$ cat config.mk
export PLATFORM = sky130hd
export DESIGN_NAME = counter_split_stream
export DESIGN_NICKNAME = d
export VERILOG_FILES = /design/src/rtl/counter_split_pkg.sv /design/src/rtl/counter_split_stream_fifo.sv /design/src/rtl/counter_split_stream.sv
export SDC_FILE = /design/constraint.sdc
export NUM_CORES = 1
export LEC_CHECK = 0
export ABC_CLOCK_PERIOD_IN_PS = 17790
export CAP_MARGIN = 20
export CORE_MARGIN = 3
export CORE_UTILIZATION = 52
export DETAILED_ROUTE_END_ITERATION = 8
export GPL_TIMING_DRIVEN = 0
export HOLD_SLACK_MARGIN = 0.05
export PLACE_DENSITY = 0.7
export REMOVE_ABC_BUFFERS = 1
export SLEW_MARGIN = 20
export SYNTH_ARGS = -nofsm -noshare
export SYNTH_HDL_FRONTEND = slang
export SYNTH_SLANG_ARGS = --single-unit
$ cat constraint.sdc
create_clock -name Clk -period 17.79 [get_ports Clk]
set_input_delay 2.6685 -clock Clk [delete_from_list [all_inputs] [get_ports Clk]]
set_output_delay 2.6685 -clock Clk [all_outputs]
set_load 0.03 [all_outputs]
$ cat src/rtl/counter_split_pkg.sv
// Shared types and constants for the counter split stream and its helpers.
package counter_split_pkg;

  // Small-part rule applied to large counters.
  localparam int MODE_ZERO  = 0;  // small part is 0, large path carries full value
  localparam int MODE_CLAMP = 1;  // small part is thr, large path carries c - thr

  // Default geometry of the sketch readout.
  localparam int DEF_WIDTH = 32;
  localparam int DEF_IDX_W = 16;

  // Canonical large-entry layout at default geometry. Parametrised users
  // rebuild the same field order locally and size it with large_entry_w.
  typedef struct packed {
    logic [DEF_IDX_W-1:0] idx;
    logic [DEF_WIDTH-1:0] value;
    logic                 last;
  } large_entry_t;

  function automatic int large_entry_w(input int idx_w, input int width);
    return idx_w + width + 1;
  endfunction

  // Frame tracking state.
  typedef enum logic [0:0] {
    IDLE     = 1'b0,
    IN_FRAME = 1'b1
  } frame_state_e;

  // Observation struct for checkers.
  typedef struct packed {
    frame_state_e state;
    logic         fifo_full;
  } dbg_t;

endpackage

$ cat src/rtl/counter_split_stream_fifo.sv
// First-word-fall-through synchronous FIFO; power-of-two depth, occupancy exposed.
module sync_fifo_fwft #(
  parameter int W     = 8,
  parameter int DEPTH = 16,
  localparam int AW   = $clog2(DEPTH)
) (
  input  logic          Clk,
  input  logic          Reset,
  input  logic          Wr_En,
  input  logic [W-1:0]  Wr_Data,
  input  logic          Rd_En,
  output logic [W-1:0]  Rd_Data,
  output logic          Full,
  output logic          Empty,
  output logic [AW:0]   Count
);

  logic [W-1:0]  mem [DEPTH];
  logic [AW-1:0] wr_ptr;
  logic [AW-1:0] rd_ptr;
  logic [AW:0]   cnt;
  logic          push;
  logic          pop;

  assign Empty   = (cnt == '0);
  assign Full    = (cnt == (AW+1)'(DEPTH));
  assign Count   = cnt;
  assign Rd_Data = mem[rd_ptr];
  // A write into a full FIFO is only legal when the head leaves in the same cycle.
  assign pop     = Rd_En && !Empty;
  assign push    = Wr_En && (!Full || pop);

  // Storage array; contents need no reset because Empty masks stale words.
  always_ff @(posedge Clk) begin
    if (push) mem[wr_ptr] <= Wr_Data;
  end

  // Pointer and occupancy tracking.
  always_ff @(posedge Clk) begin
    if (Reset) begin
      wr_ptr <= '0;
      rd_ptr <= '0;
      cnt    <= '0;
    end else begin
      if (push) wr_ptr <= wr_ptr + AW'(1);
      if (pop)  rd_ptr <= rd_ptr + AW'(1);
      case ({push, pop})
        2'b10:   cnt <= cnt + (AW+1)'(1);
        2'b01:   cnt <= cnt - (AW+1)'(1);
        default: cnt <= cnt;
      endcase
    end
  end

endmodule

$ cat src/rtl/counter_split_stream.sv
// Splits a counter stream into a dense small stream and a buffered sparse
// (index, value) stream of counters above a per-frame threshold.
//
// Handshakes: every stream transfers a beat on a rising Clk edge where
// Valid && Ready; Valid never waits on Ready, and a presented beat keeps its
// data unchanged until it is taken.
module counter_split_stream
  import counter_split_pkg::*;
#(
  parameter int WIDTH       = 32,
  parameter int IDX_W       = 16,
  parameter int LARGE_DEPTH = 16,
  parameter int MODE        = MODE_ZERO
) (
  input  logic             Clk,
  input  logic             Reset,
  input  logic [WIDTH-1:0] Thr_Cfg,
  input  logic             Cnt_Valid,
  output logic             Cnt_Ready,
  input  logic [WIDTH-1:0] Cnt_Data,
  input  logic             Cnt_Last,
  output logic             Small_Valid,
  input  logic             Small_Ready,
  output logic [WIDTH-1:0] Small_Data,
  output logic             Small_Last,
  output logic             Large_Valid,
  input  logic             Large_Ready,
  output logic [IDX_W-1:0] Large_Index,
  output logic [WIDTH-1:0] Large_Value,
  output logic             Large_Last,
  output logic             Frame_Done,
  output logic [IDX_W:0]   Large_Count,
  output dbg_t             Dbg
);

  localparam int AW = $clog2(LARGE_DEPTH);
  localparam int EW = large_entry_w(IDX_W, WIDTH);
  localparam logic [AW:0] FIFO_CAP = (AW+1)'(LARGE_DEPTH);

  typedef struct packed {
    logic [IDX_W-1:0] idx;
    logic [WIDTH-1:0] value;
    logic             last;
  } entry_t;

  frame_state_e     state_q, state_d;
  logic [WIDTH-1:0] thr_q;
  logic [IDX_W-1:0] idx_q;
  logic             ready_en_q;
  logic             small_valid_q;
  logic [WIDTH-1:0] small_data_q;
  logic             small_last_q;
  logic [IDX_W:0]   frame_cnt_q;
  logic [IDX_W:0]   large_count_q;
  logic             frame_done_q;

  logic             accept;
  logic [WIDTH-1:0] cur_thr;
  logic             is_large;
  logic [WIDTH-1:0] small_val;
  logic [WIDTH-1:0] large_val;
  logic [IDX_W:0]   large_inc;
  entry_t           wr_entry;
  entry_t           rd_entry;
  logic [EW-1:0]    rd_raw;
  logic             fifo_full;
  logic             fifo_empty;
  logic [AW:0]      fifo_count;

  // Input is taken only when the small register can move and the FIFO has room;
  // ready_en_q keeps the port closed through the reset cycle.
  assign Cnt_Ready = ready_en_q && (!small_valid_q || Small_Ready) && (fifo_count < FIFO_CAP);
  assign accept    = Cnt_Valid && Cnt_Ready;

  // The first beat of a frame uses the live threshold; later beats use the latched one.
  assign cur_thr   = (state_q == IDLE) ? Thr_Cfg : thr_q;
  assign is_large  = (Cnt_Data > cur_thr);
  assign small_val = is_large ? ((MODE == MODE_CLAMP) ? cur_thr : '0) : Cnt_Data;
  // In clamp mode c > thr always holds here, so the residue cannot underflow.
  assign large_val = (MODE == MODE_CLAMP) ? (Cnt_Data - cur_thr) : Cnt_Data;
  assign large_inc = {{IDX_W{1'b0}}, is_large};

  assign wr_entry.idx   = idx_q;
  assign wr_entry.value = large_val;
  assign wr_entry.last  = Cnt_Last;

  sync_fifo_fwft #(
    .W     (EW),
    .DEPTH (LARGE_DEPTH)
  ) u_large_fifo (
    .Clk     (Clk),
    .Reset   (Reset),
    .Wr_En   (accept && is_large),
    .Wr_Data (wr_entry),
    .Rd_En   (Large_Ready),
    .Rd_Data (rd_raw),
    .Full    (fifo_full),
    .Empty   (fifo_empty),
    .Count   (fifo_count)
  );

  assign rd_entry    = rd_raw;
  assign Large_Valid = !fifo_empty;
  assign Large_Index = fifo_empty ? '0 : rd_entry.idx;
  assign Large_Value = fifo_empty ? '0 : rd_entry.value;
  assign Large_Last  = fifo_empty ? 1'b0 : rd_entry.last;

  assign Small_Valid = small_valid_q;
  assign Small_Data  = small_data_q;
  assign Small_Last  = small_last_q;
  assign Frame_Done  = frame_done_q;
  assign Large_Count = large_count_q;

  assign Dbg.state     = state_q;
  assign Dbg.fifo_full = fifo_full;

  // Frame FSM next state: a Last beat always closes the frame.
  always_comb begin
    state_d = state_q;
    case (state_q)
      IDLE:     if (accept && !Cnt_Last) state_d = IN_FRAME;
      IN_FRAME: if (accept && Cnt_Last)  state_d = IDLE;
      default:  state_d = IDLE;
    endcase
  end

  // Frame state, threshold latch and in-frame index.
  always_ff @(posedge Clk) begin
    if (Reset) begin
      state_q    <= IDLE;
      thr_q      <= '0;
      idx_q      <= '0;
      ready_en_q <= 1'b0;
    end else begin
      state_q    <= state_d;
      ready_en_q <= 1'b1;
      if (accept && (state_q == IDLE)) thr_q <= Thr_Cfg;
      // Index is back at 0 whenever the FSM is idle; it wraps silently on overlong frames.
      if (accept) idx_q <= Cnt_Last ? '0 : idx_q + IDX_W'(1);
    end
  end

  // Dense small-part output register.
  always_ff @(posedge Clk) begin
    if (Reset) begin
      small_valid_q <= 1'b0;
      small_data_q  <= '0;
      small_last_q  <= 1'b0;
    end else if (accept) begin
      small_valid_q <= 1'b1;
      small_data_q  <= small_val;
      small_last_q  <= Cnt_Last;
    end else if (Small_Ready) begin
      small_valid_q <= 1'b0;
    end
  end

  // Per-frame large-entry statistics and end-of-frame pulse.
  always_ff @(posedge Clk) begin
    if (Reset) begin
      frame_cnt_q   <= '0;
      large_count_q <= '0;
      frame_done_q  <= 1'b0;
    end else begin
      frame_done_q <= accept && Cnt_Last;
      if (accept) begin
        if (Cnt_Last) begin
          large_count_q <= frame_cnt_q + large_inc;
          frame_cnt_q   <= '0;
        end else begin
          frame_cnt_q   <= frame_cnt_q + large_inc;
        end
      end
    end
  end

endmodule

==> flow_summary.yaml, run 1 <==
hold_path:
  worstHoldStart: "thr_q[26]"
  hold_depth: 2
  hold_class: "flop to flop"
  hold_end: "thr_q[26]"
drt:
  wl_met3_um: 6800
  vias: 19500
  antenna_left: 0
  vias_per_cell: 6.06
  topRoutingLayerUsed: "met5"
  drt_iter0_markers: 1912
  met1_length_um: 35300
  routed_wl_um: 87600
  wl_per_cell_um: 27.2
  first_pass_iters: 5
  drc: 0
  wl_met2_um: 43300
job:
  cap_violations: 0
worst_setup_path:
  r2r-end: "frame_cnt_q[16]"
  rrSetupSlack_ns: 12.75
  crit_required_ns: 18.30
  path_class: "input pin to flop"
  cp-end-kind: "flop"
  critPathArrivalTime_ns: 7.70
  path_max_fanout: 18
  ff2ff_path_depth: 16
  startpoint_type: "input pin"
run_status:
  outcome: "completed"
timing:
  worstMarginPinSlew_ns: 1.03
  rsz0062_at_grt: "no"
  min_period_ns: 7.19
  max_freq_mhz: 139
  setup_viol: 0
  finalClockSkew_ns: 0.0179
  period_share: 0.404
  hold_violations: 0
  slew-limit-headroom: 0.308
  drv_slew: 0
  setup_tns_ns: 0
cts:
  path_clk_slew_ns: 0.06
  ctsHoldBuffers: 0
  clk_latency_ns: 0.63
  cts_resized: 0
  cts_tree: "done"
  clock-sinks: 920
  cts_setup_buffers: 0
  cts.path.max_buffers: 3
  cts_made_buffers: 90
  htreeDepth: 3
  root_buffer: "clkbuf_16"
synth:
  synth_edf_count: 784
  ys_ff_latch: 920
  ys_seq_area_frac: 0.721
  yosysUniqueCellTypes: 62
  async_reset_ff_frac: 0
  yosysWarnings: 0
  synthFlopType: "edfxtp_1"
  netlist_instances: 1958
  synth.avg_cell_area_um2: 18.6
  syn_area_um2: 36500
final_layout:
  nFillCells: 4605
  num-nets-final: 2323
  fin_util: 0.634
  multi_input_area_um2: 9780
  drive_gt1_frac: 0.238
  seqCellArea_um2: 26300
  area_growth_pct: 20.1
floorplan:
  rows: 96
  core_area_um2: 69100
  fp.dieW_um: 271
  start_util: 0.528
  die_y_um: 271
  die-area_um2: 73300
  boundaryPins: 175
global_route:
  grt_pass1_vias: 20300
  grt-ovfl-total: 0
  track_usage: 0.241
  antenna_found_initial: 7
  grt_first_pass_wirelength_um: 130000
  grt_max_degree: 62
placed_design:
  io_buffers: 174
  gp_congestion: 0.750
  dp_hpwl_um: 55100
power:
  total_power_w: 0.00544
  power.leakage_nw: 14.1
  ir_drop_uv: 76.6
  p_per_area_nw_per_um2: 124
==> metal layers <==
layer,global-route usage,vias to the layer above
li1,-,8305
met1,0.332,10200
met2,0.397,856
met3,0.0508,166
met4,0.0670,6
met5,0,-
==> critical path, cell delays in order <==
cell and delay (ns):
clkdlybuf4s50_1 0.96, ha_1 0.61, nand4_1 0.29, nor3_1 0.26, a221oi_1 0.10, o21ai_0 0.27, a22o_2 0.39, ha_1 0.24
ha_1 0.24, nand3_1 0.20, nor4_2 0.54, nand3_1 0.24, nor2_1 0.28, o21ai_0 0.11, a22oi_1 0.23, nor2_1 0.06
==> power breakdown <==
group          leakage, nW  switching [W]  internal (W)
clock                 1.50       0.000783       0.00120
combinational         4.10       0.000601      0.000467
sequential            8.53      0.0000330       0.00236
total                 14.1        0.00142       0.00402
==> how the worst max path moves through the flow <==
stage	start	endpoint	slack, ns	cells past startpoint
final	Cnt_Data[30]	frame_cnt_q[16]	10.60	16
after global routing	Cnt_Data[30]	frame_cnt_q[16]	10.42	16
after CTS	Cnt_Data[30]	frame_cnt_q[16]	10.65	15
after detailed placement	Cnt_Data[30]	frame_cnt_q[16]	9.99	15
after global placement	flop	Large_Value[30]	1.43	4
after floorplan	flop	Large_Index[0]	5.71	3
==> synth_stat cells (2+ instances only) <==
cell / n / share of area
buf_6: 6 / 0.0019
buf_1: 8 / 0.00082
a22o_1: 2 / 0.00048
a21oi_1: 81 / 0.011
edfxtp_1: 784 / 0.65
nor2b_1: 3 / 0.00051
or3_1: 5 / 0.00086
nor4_2: 2 / 0.00069
mux2i_1: 36 / 0.0099
nand3b_1: 4 / 0.00082
a2bb2oi_1: 2 / 0.00048
mux4_2: 245 / 0.15
o21ai_0: 27 / 0.0037
xor2_1: 20 / 0.0048
nand2_1: 179 / 0.018
xnor2_1: 12 / 0.0029
nand3_1: 21 / 0.0029
buf_2: 21 / 0.0029
nor2_1: 71 / 0.0073
nor4_1: 2 / 0.00034
nand2b_1: 7 / 0.0012
nand4_1: 19 / 0.0033
ha_1: 43 / 0.015
and3_1: 2 / 0.00034
a211oi_1: 2 / 0.00041
a21oi_2: 30 / 0.0072
dfxtp_1: 136 / 0.075
clkbuf_1: 68 / 0.0070
o2111ai_1: 2 / 0.00048
nor3_1: 21 / 0.0029
inv_1: 7 / 0.00072
and2_1: 51 / 0.0088
a21o_1: 4 / 0.00082
buf_4: 6 / 0.0012
mux2_2: 2 / 0.00062
==> cell usage in the layout, fill, tap and decap left out, drive strengths merged, types with 2 or more instances in the layout <==
cell type and count:
xor2 20, and3 3, a22o 3, nand2 180, nor2 72, nand3 21, nor3 21, bufinv 15
clkinvlp 4, clkinv 29, xnor2 12, mux2i 36, a21oi 111, and2 51, mux2 2, a211oi 2
buf 97, nand2b 7, diode 3, o2111ai 2, nor2b 4, inv 9, dfxtp 136, o21ai 28
or3 5, a2bb2oi 2, clkdlybuf4s50 172, nand4 20, ha 43, nand3b 4, edfxtp 784, nor4 4
a21o 4, clkbuf 116, mux4 245
==> per-stage QoR <==
step | std cells | area [um^2] | setup slack [ns] | hold slack [ns]
detailed placement | 3048 | 40700 | 9.99 | 0.448
global placement | 2953 | 38800 | 1.43 | 0.439
finish | 3216 | 43800 | 10.60 | 0.454
floorplan | 1848 | 35900 | 5.71 | 0.427
global route | 3215 | 43800 | 10.42 | 0.477
CTS | 3213 | 43800 | 10.65 | 0.456
==> logic make-up after synthesis <==
| kind of cell | synth area share |
|---|---|
| compound gates | 0.0273 |
| xor+xnor | 0.00831 |
| fa+ha+maj | 0.0153 |
| buf+inv | 0.0148 |
| flops | 0.721 |
| mux | 0.162 |
| simple gates | 0.0519 |
==> area by class of cell <==
| type | count | share of cell area |
|---|---|---|
| inverter | 8 | 0.000686 |
| sequential | 920 | 0.600 |
| antenna | 3 | 0.000171 |
| timing repair buffer | 269 | 0.0782 |
| clock inverter | 49 | 0.0141 |
| multi-input combinational | 920 | 0.223 |
| clock buffer | 116 | 0.0565 |
| tap | 931 | 0.0266 |
==> state kept, by name, summed over array words and instances (netlist names), 4 cells and up, named ones only <==
register             flops
thr_q                   32
idx_q                   16
u_large_fifo.wr_ptr      4
frame_cnt_q             17
u_large_fifo.Count       5
u_large_fifo.mem       784
Large_Count             17
Small_Data              32
u_large_fifo.rd_ptr      4
(Power assumes the default switching activity.)
==> run 2, diff against run 1 <==
--- a/config.mk
+++ b/config.mk
@@ -5,7 +5,7 @@
 export SDC_FILE = /design/constraint.sdc
 export NUM_CORES = 1
 export LEC_CHECK = 0
-export ABC_CLOCK_PERIOD_IN_PS = 17790
+export ABC_CLOCK_PERIOD_IN_PS = 7300
 export CAP_MARGIN = 20
 export CORE_MARGIN = 3
 export CORE_UTILIZATION = 52
==> constraint.sdc (replaced) <==
create_clock -name Clk -period 7.3 [get_ports Clk]
set_input_delay 1.095 -clock Clk [delete_from_list [all_inputs] [get_ports Clk]]
set_output_delay 1.095 -clock Clk [all_outputs]
set_load 0.03 [all_outputs]
==> results of run 2 <==
The final DEF is identical to that of run 1. Status: completed.
Main changes from that run: setup slack after placement 9.99 ns -> 1.07 ns; setup slack after layout 10.60 ns -> 1.69 ns; register-to-register setup slack 12.75 ns -> 2.26 ns; total power 0.00544 W -> 0.0133 W; worst IR drop on VDD 76.6 uV -> 187 uV
==> run 3, diff against run 2 <==
--- a/config.mk
+++ b/config.mk
@@ -5,14 +5,14 @@
 export SDC_FILE = /design/constraint.sdc
 export NUM_CORES = 1
 export LEC_CHECK = 0
-export ABC_CLOCK_PERIOD_IN_PS = 7300
+export ABC_CLOCK_PERIOD_IN_PS = 5000
 export CAP_MARGIN = 20
 export CORE_MARGIN = 3
 export CORE_UTILIZATION = 52
 export DETAILED_ROUTE_END_ITERATION = 8
 export GPL_TIMING_DRIVEN = 0
 export HOLD_SLACK_MARGIN = 0.05
-export PLACE_DENSITY = 0.7
+export PLACE_DENSITY = 0.73
 export REMOVE_ABC_BUFFERS = 1
 export SLEW_MARGIN = 20
 export SYNTH_ARGS = -nofsm -noshare
==> constraint.sdc (replaced) <==
create_clock -name Clk -period 5 [get_ports Clk]
set_input_delay 0.75 -clock Clk [delete_from_list [all_inputs] [get_ports Clk]]
set_output_delay 0.75 -clock Clk [all_outputs]
set_load 0.03 [all_outputs]
==> run 3 against run 2 <==
Compared with the run above:
- setup slack worse by 1.5 ns
- largest cell class unchanged
- sequential power is 46% higher
- final cell count hardly changed
==> flow_summary.yaml, run 3 (same netlist as run 1, synthesis figures left out) <==
run_status:
  outcome: "completed"
cts:
  cts_made_buffers: 89
  clk_latency_ns: 0.65
  ctsHoldBuffers: 0
  cts.path.max_buffers: 3
  path_clk_slew_ns: 0.06
  cts_tree: "done"
  htreeDepth: 3
  clock-sinks: 920
  root_buffer: "clkbuf_16"
timing:
  period_share: 0.957
  hold_violations: 0
  worstMarginPinSlew_ns: 0.893
  min_period_ns: 4.79
  finalClockSkew_ns: 0.0266
  rsz0062_at_grt: "no"
  drv_slew: 0
  setup_viol: 0
  max_freq_mhz: 209
  setup_tns_ns: 0
  slew-limit-headroom: 0.405
final_layout:
  final_cells: 3218
  final_cell_mix: "784 x edfxtp_1, 245 x mux4_2, 179 x nand2_1, 159 x clkdlybuf4s50_1, 131 x dfxtp_1"
  area_growth_pct: 20.1
  layout_commonest_cell: "edfxtp_1"
  drive_gt1_frac: 0.242
  largest_reg_flops: 784
  n_antenna_cell: 0
  num-nets-final: 2325
  largest_register: "u_large_fifo.mem"
power:
  switching_power_w: 0.00514
  p_seq_frac: 0.441
  swShare: 0.267
  p_comb_frac: 0.199
  ir_drop_uv: 367
  power_frac_clock: 0.360
  power.leakage_nw: 14.2
  p_int_w: 0.0141
  p_per_area_nw_per_um2: 439
worst_setup_path:
  critPathArrivalTime_ns: 5.13
  crit_slowest_cell: "clkdlybuf4s50_1"
  path_class: "input pin to flop"
  cp-end-kind: "flop"
  path_cells: "clkdlybuf4s50_1 -> ha_1 -> nand4_1 -> a2111oi_1 -> or4b_4 -> a22o_2 -> buf_4 -> nand3_1 -> nor3_2 -> buf_4 -> buf_4 -> buf_4 -> buf_4"
  cp_slowest_stage_delay_ns: 0.81
  r2r-end: "u_large_fifo.mem[1][18]"
  ff2ff_path_depth: 14
  cp_top_family: "buffers and inverters"
  rrSetupSlack_ns: 0.23
  cpMostUsedCell: "buf_4"
  path_max_fanout: 18
  startpoint_type: "input pin"
  crit_required_ns: 5.34
  critPathBufInv: 6
drt:
  wl_per_cell_um: 27.3
  first_pass_iters: 6
  drt_iter0_markers: 2357
  antenna_left: 0
  vias: 19800
  routed_wl_um: 87900
  drc: 0
  vias_per_cell: 6.15
job:
  cap_violations: 0
placed_design:
  dp_hpwl_um: 54600
  placed_cells: 3049
  gp_congestion: 0.767
  io_buffers: 174
global_route:
  grt-ovfl-total: 0
  grt_pass1_vias: 20100
  antenna_found_initial: 1
  track_usage: 0.241
  grt_max_degree: 63
  grt_first_pass_wirelength_um: 130000
floorplan:
  rows: 96
  die_y_um: 271
  boundaryPins: 175
  core_area_um2: 69100
  die-area_um2: 73300
  start_util: 0.528
  fp.dieW_um: 271
hold_path:
  hold_class: "input pin to flop"
  hold_depth: 2
  worstHoldStart: "Reset"
  hold_end: "thr_q[10]"
-- run 3: metrics by stage --
stage	area [um^2]	util	setup slack, ns	power, W	hold slack, ns
after floorplan	35900	-	-5.16	0.0111	0.427
after global placement	38800	0.563	-9.49	0.0125	0.440
after detailed placement	40700	0.589	-0.717	0.0125	0.446
after CTS	43700	0.633	0.0149	0.0194	0.414
after global routing	43800	0.634	0.0115	0.0198	0.440
final	43800	0.634	0.214	0.0192	0.451
-- run 3: worst max path at each step --
stage	from	end	slack, ns	cells past startpoint
final	Cnt_Data[10]	u_large_fifo.mem[1][18]	0.21	13
after global routing	flop	frame_cnt_q[16]	0.01	17
after CTS	flop	Large_Index[0]	0.01	7
after detailed placement	Cnt_Data[30]	frame_cnt_q[16]	-0.72	15
after global placement	flop	Large_Value[2]	-9.49	4
after floorplan	flop	Large_Index[0]	-5.16	3
-- run 3: timing repair --
action                                  CTS  global route
pin swaps                                 0             2
setup buffers                             0             2
cloned                                    0             0
endpoints found under the setup margin    1             9
hold endpoints to repair                  0             0
resized for setup                         6             9
-- run 3: area by class of cell --
| class | instances | area (um^2) |
|---|---|---|
| well taps | 931 | 1160 |
| clock buffers | 109 | 2390 |
| repair buffers | 272 | 3480 |
| flip-flops and latches | 920 | 26300 |
| inverters | 8 | 30.0 |
| clock inverters | 58 | 647 |
| multi-input cells | 920 | 9790 |
| fillers | 4569 | 25300 |
-- run 3: worst reg2reg max path, stage by stage, from the launching register on --
cell and delay [ns]:
dfxtp_4 0.53, buf_12 0.25, mux2i_1 0.47, ha_1 0.24, nand4_1 0.26, a2111oi_1 0.41, or4b_4 0.22, a22o_2 0.24
buf_4 0.15, nand3_1 0.31, nor3_2 0.54, buf_4 0.28, buf_4 0.20, buf_4 0.20, buf_4 0.19
-- run 3: metal layers --
layer	vias up	share of wire	track usage
met5	-	0.00015	0
met4	2	0.026	0.0747
met3	173	0.084	0.0385
met2	981	0.49	0.389
met1	10300	0.40	0.342
li1	8315	-	-
-- run 3: power groups by stage --
| stage | sequential [W] | combinational, W | clock (W) |
|---|---|---|---|
| finish | 0.00849 | 0.00382 | 0.00692 |
| global route | 0.00850 | 0.00405 | 0.00730 |
| CTS | 0.00850 | 0.00384 | 0.00702 |
| detailed placement | 0.00866 | 0.00382 | 0 |
| global placement | 0.00900 | 0.00354 | 0 |
| floorplan | 0.00887 | 0.00228 | 0 |
